### config.mk
export PLATFORM = sky130hd
export DESIGN_NAME = cpu_seq_ctrl
export DESIGN_NICKNAME = d
export VERILOG_FILES = /design/src/rtl/cpu_seq_ctrl.sv
export SDC_FILE = /design/constraint.sdc
export NUM_CORES = 1
export LEC_CHECK = 0
export BUFFER_PORTS_ARGS = -buffer_cell sky130_fd_sc_hd__buf_4
export CORE_ASPECT_RATIO = 0.7
export CORE_MARGIN = 2
export CORE_UTILIZATION = 36
export DETAILED_ROUTE_END_ITERATION = 8
export PLACE_DENSITY_LB_ADDON = 0.3
export SYNTH_ARGS = -nofsm -noshare
export SYNTH_HDL_FRONTEND = slang
export SYNTH_SLANG_ARGS = --single-unit
### constraint.sdc
create_clock -name clk -period 2.7 [get_ports clk]
set_clock_uncertainty 0.05 [all_clocks]
set_input_delay 0.135 -clock clk [delete_from_list [all_inputs] [get_ports clk]]
set_output_delay 0.135 -clock clk [all_outputs]
set_load 0.05 [all_outputs]
### src/rtl/cpu_seq_ctrl.sv
`default_nettype none
// ============================================================================
//  Module   : cpu_seq_ctrl
//  Purpose  : Multi-cycle control sequencer for the MIPS core. Each
//             instruction steps through FETCH, DECODE, EXEC, MEM and WB.
//             The sequencer handshakes with instruction and data memory and
//             gates the PC, IR and register-file write strobes. BREAK or a
//             memory timeout stops the core until reset.
//  Revision : 1.0 - initial release
// ----------------------------------------------------------------------------
//  Ports
//    clk          in   system clock, rising edge
//    rst          in   asynchronous reset, active-high
//    run          in   allow fetch of the next instruction
//    imem_ready   in   instruction memory data valid this cycle
//    dmem_ready   in   data memory access completes this cycle
//    dec_mem_cmd  in   memory command from the decoder
//    dec_reg_wen  in   register write request from the decoder
//    dec_break    in   decoder flags BREAK
//    imem_req     out  instruction fetch request
//    ir_wen       out  instruction register load strobe
//    pc_wen       out  PC update strobe
//    dmem_req     out  data memory request
//    dmem_cmd     out  command to data memory (MEM_NOP when idle)
//    rf_wen       out  register-file write enable
//    state        out  current state (FETCH=0 .. ERR=6)
//    halted       out  core stopped (HALT or ERR)
//    err          out  memory timeout occurred
//    inst_count   out  instructions retired, wraps
// ============================================================================
module cpu_seq_ctrl #(
  parameter int unsigned           MEM_TIMEOUT = 16,
  parameter int unsigned           W_CNT       = 32,
  parameter int unsigned           W_TMO       = 8,
  parameter int unsigned           W_MEM_CMD   = 2,
  parameter logic [W_MEM_CMD-1:0]  MEM_NOP     = '0,
  parameter logic [W_MEM_CMD-1:0]  MEM_READ    = W_MEM_CMD'(1)
) (
  input  logic                 clk,
  input  logic                 rst,
  input  logic                 run,
  input  logic                 imem_ready,
  input  logic                 dmem_ready,
  input  logic [W_MEM_CMD-1:0] dec_mem_cmd,
  input  logic                 dec_reg_wen,
  input  logic                 dec_break,
  output logic                 imem_req,
  output logic                 ir_wen,
  output logic                 pc_wen,
  output logic                 dmem_req,
  output logic [W_MEM_CMD-1:0] dmem_cmd,
  output logic                 rf_wen,
  output logic [2:0]           state,
  output logic                 halted,
  output logic                 err,
  output logic [W_CNT-1:0]     inst_count
);

  typedef enum logic [2:0] {
    S_FETCH  = 3'd0,
    S_DECODE = 3'd1,
    S_EXEC   = 3'd2,
    S_MEM    = 3'd3,
    S_WB     = 3'd4,
    S_HALT   = 3'd5,
    S_ERR    = 3'd6
  } state_t;

  localparam logic [W_TMO-1:0] TMO_LIMIT  = W_TMO'(MEM_TIMEOUT);
  localparam bit               TMO_ENABLE = (MEM_TIMEOUT != 0);

  state_t                 state_q;
  state_t                 state_n;
  logic [W_TMO-1:0]       wait_cnt;
  logic [W_TMO-1:0]       wait_cnt_inc;
  logic [W_MEM_CMD-1:0]   cmd_q;
  logic                   waiting;
  logic                   timeout;

  assign wait_cnt_inc = wait_cnt + W_TMO'(1);

  // --------------------------------------------------------------------------
  // Next state and Mealy strobes. Requests depend only on state (and run in
  // FETCH) so they stay high for every cycle of a wait; the strobes also
  // depend on the ready inputs.
  // --------------------------------------------------------------------------
  always_comb begin
    state_n  = state_q;
    imem_req = 1'b0;
    ir_wen   = 1'b0;
    pc_wen   = 1'b0;
    dmem_req = 1'b0;
    dmem_cmd = MEM_NOP;
    rf_wen   = 1'b0;
    halted   = 1'b0;
    err      = 1'b0;
    waiting  = 1'b0;
    timeout  = 1'b0;

    case (state_q)
      S_FETCH: begin
        // With run low the fetch is not requested at all; a pending request
        // is abandoned and restarts cleanly when run returns.
        if (run) begin
          imem_req = 1'b1;
          if (imem_ready) begin
            ir_wen  = 1'b1;
            state_n = S_DECODE;
          end
        end
      end
      S_DECODE: begin
        state_n = dec_break ? S_HALT : S_EXEC;
      end
      S_EXEC: begin
        if (dec_mem_cmd != MEM_NOP) begin
          state_n = S_MEM;
        end else if (dec_reg_wen) begin
          state_n = S_WB;
        end else begin
          pc_wen  = 1'b1;
          state_n = S_FETCH;
        end
      end
      S_MEM: begin
        // The command latched in EXEC drives the port, so it cannot move
        // while the access is waiting even if the decoder input changes.
        dmem_req = 1'b1;
        dmem_cmd = cmd_q;
        if (dmem_ready) begin
          if (cmd_q == MEM_READ) begin
            state_n = S_WB;
          end else begin
            pc_wen  = 1'b1;
            state_n = S_FETCH;
          end
        end
      end
      S_WB: begin
        rf_wen  = 1'b1;
        pc_wen  = 1'b1;
        state_n = S_FETCH;
      end
      S_HALT: begin
        halted = 1'b1;
      end
      S_ERR: begin
        halted = 1'b1;
        err    = 1'b1;
      end
      default: begin
        state_n = S_ERR;
      end
    endcase

    // A ready in the limit cycle clears 'waiting', so the normal transition
    // wins over the timeout.
    waiting = (imem_req & ~imem_ready) | (dmem_req & ~dmem_ready);
    timeout = TMO_ENABLE && waiting && (wait_cnt_inc == TMO_LIMIT);
    if (timeout) begin
      state_n = S_ERR;
    end

    // Outputs fall as soon as reset asserts, without waiting for an edge.
    if (rst) begin
      imem_req = 1'b0;
      ir_wen   = 1'b0;
      pc_wen   = 1'b0;
      dmem_req = 1'b0;
      dmem_cmd = MEM_NOP;
      rf_wen   = 1'b0;
      halted   = 1'b0;
      err      = 1'b0;
    end
  end

  // --------------------------------------------------------------------------
  // State, wait counter, latched memory command and retired counter.
  // --------------------------------------------------------------------------
  always_ff @(posedge clk or posedge rst) begin
    if (rst) begin
      state_q    <= S_FETCH;
      wait_cnt   <= '0;
      cmd_q      <= MEM_NOP;
      inst_count <= '0;
    end else begin
      state_q <= state_n;

      // Any state change or any cycle without an outstanding wait (e.g. run
      // dropped during fetch) restarts the count.
      if ((state_n != state_q) || !waiting) begin
        wait_cnt <= '0;
      end else begin
        wait_cnt <= wait_cnt_inc;
      end

      if (state_q == S_EXEC) begin
        cmd_q <= dec_mem_cmd;
      end

      if (pc_wen) begin
        inst_count <= inst_count + W_CNT'(1);
      end
    end
  end

  assign state = state_q;

endmodule
`default_nettype wire

==> flow_summary.toml <==
[synth]
syn_nets = 238
synth_edf_count = 0
yosysTopAreaCell = "dfrtp_1"
syn_inst = 226
syn_avg_cell_area_um2 = 10.3
ys_top_cells_by_area = "dfrtp_1, xor2_1, xnor2_1"
synth_cell_type_count = 46
ys.flop_type = "dfrtp_1"
ys_ff_latch = 45
syn_area_um2 = 2330
yosysWarnings = 0
synthArstFlopShare_pct = 100
ys_seq_area_share_pct = 48.4
synth_top_area_share_pct = 48.4

[timing]
rsz0062_at_grt = "no"
final-setup-viol-count = 0
final_max_slew_viol_count = 0
layout_min_cycle_time_ns = 2.32
hold_violations = 0
slew_headroom_pct = 71.9
max_freq_mhz = 431
setup_tns_ns = 0
tightest_slew_ns = 0.421
fin_crit_sh_pct = 86.0
hold_slack_ns = 0.0335

[final_layout]
nNetsFinal = 297
diodes = 0
final_util_pct = 47.5
drive_gt1_share_pct = 26.6
finish.instance_area_um2 = 2970
multi_input_area_um2 = 1160
seqCellArea_um2 = 1130
layout_commonest_cell = "buf_4"
layout_common_cells = "buf_4, dfrtp_1, nand2_1"
fill_cells = 596
synthToLayoutAreaGrowth_pct = 27.5

[global_routing]
antenna_found_initial = 0
overflow = 0
grt_use_total_pct = 15.1
grt_pass1_vias = 1706
grt_start_max_net_pins = 32
grt_pass1_wl_um = 8570

[pwr]
swShare_pct = 37.2
p_leak_nw = 1.46
combPwrFrac_pct = 34.4
peakVddDrop_uv = 408
p_seq_share_pct = 38.4
powerDensity_nw_per_um2 = 736
total_power_mw = 2.18
clkPwrFrac_pct = 27.3
internal_power_mw = 1.37
switching_power_mw = 0.812

[clocking]
cts_tree = "yes"
clk_latency_ns = 0.29
htree_levels = 2
root_buffer = "clkbuf_8"
clockBufferDepth = 2
ctsResizeCount = 0
post_cts_buffers = 0
cts_sinks = 45
cts_hold_buf = 1
cts_buffers = 5
clk_pin_slew_ns = 0.09

[critical_path]
required_ns = 2.52
slowest_delay_ns = 0.48
crit_start = "state[0]"
critPathBufInv = 2
path_delay_family = "simple AND/OR/NAND/NOR gates"
reg2regPathDepth = 6
r2r_slack_ns = 0.45
worst_path_max_delay_cell = "dfrtp_1"
path_max_fanout = 10
worstPathCellList = "or3_1 -> o22ai_1 -> a22o_1 -> nand2_1 -> inv_1 -> buf_4"
arrival_ns = 2.14
timing.rr.start = "state[0]"
cp-end-kind = "output pin"
start_kind = "flip-flop"
setup.worst_path.class = "reg -> out"
rr_endpoint = "inst_count[31]"

[floorplanning]
die_x_um = 100
fp-row-count = 24
die_h_um = 71.3
ioPinCount = 53
dieArea_um2 = 7130
core_area_um2 = 6250
start_util_pct = 37.3

[routing]
drt-total-wl_um = 5160
vias_per_cell = 5.03
vias = 1831
remaining_drc_errors = 0
first_pass_iters = 6
wl_per_cell_um = 14.2
drtIter0Drc = 44
antenna_left = 0

[placed_design]
dp.final_hpwl_um = 3900
io_buffer_count = 52
place.gp.congestion = 0.831
placed_cell_area_um2 = 2820

[status]
status = "finished clean"

[min_path]
hold_path_class = "in -> reg"
hold_depth = 2
hp-start = "dec_mem_cmd[0]"
min_to = "cmd_q[0]"

[run]
cap_viol_max_count = 0
[power groups by stage]
stage / Sequential, mW / Clock, mW / Combinational [mW]
3_3_place_gp: 0.850 / 0 / 0.748
4_1_cts: 0.841 / 0.613 / 0.753
2_1_floorplan: 0.995 / 0 / 0.378
5_1_grt: 0.853 / 0.644 / 0.807
3_5_place_dp: 0.854 / 0 / 0.748
6_report: 0.838 / 0.595 / 0.750
[metrics by stage]
step	cells	worst slack, ns
6_report	364	0.378
5_1_grt	364	0.179
4_1_cts	364	0.372
3_5_place_dp	355	0.471
3_3_place_gp	355	0.544
2_1_floorplan	226	0.0319
[worst max-delay path by stage]
stage,cells past startpoint,end,slack (ns)
2_1_floorplan,3,rf_wen,0.03
3_3_place_gp,6,wait_cnt[4],0.54
3_5_place_dp,6,inst_count[31],0.47
4_1_cts,6,pc_wen,0.37
5_1_grt,6,inst_count[31],0.18
6_report,6,pc_wen,0.38
[synth_stat cells (all sizes together) (2+ instances only)]
cell and instances:
and3 11, xor2 21, and4 4, nor2 15
nand2 28, o21ai 4, inv 4, nor2b 4
nand2b 2, a21o 2, nand3 8, nand4 8
nor4 4, nor3 9, and2 4, ha 3
dfrtp 45, xnor2 17, a21oi 4, clkbuf 3
or3 2, mux2 3, buf 2
[sequential cells by signal (all words and copies together), names as in the netlist]
signal / cells
wait_cnt: 8
cmd_q: 2
inst_count: 32
state: 3
[final cells by class]
cell class,count,share of cell area [%]
repair buffers,57,14.5
well taps,78,3.29
flip-flops and latches,45,37.9
multi-input cells,172,39.2
clock buffers,5,2.32
inverters,4,0.506
clock inverters,3,2.19
[worst reg2reg max path: cells and delay by family (launching register included)]
kind            cells  cell delay [ns]
compound gates      2             0.50
flops               1             0.48
xor+xnor            1             0.18
simple gates        3             0.96
[logic make-up after synthesis]
logic type / Yosys count / share of synthesized area [%]
flip-flops: 45 / 48.4
XOR/XNOR: 38 / 14.3
AND/OR/NAND/NOR: 107 / 25.6
adder cells (fa/ha/maj): 3 / 1.61
buffers and inverters: 9 / 1.56
AO/OA/AOI/OAI: 21 / 7.10
multiplexers: 3 / 1.45
[per-layer routing]
layer  GRT usage [%]  up-vias  part of all wire [%]
li1                -      916                     -
met1            22.8      871                    54
met2            22.3       42                    42
met3            3.02        2                   3.5
met4            4.11        0                  0.70
met5               0        -                     0
Note: power is estimated with default switching activity, not from simulation.
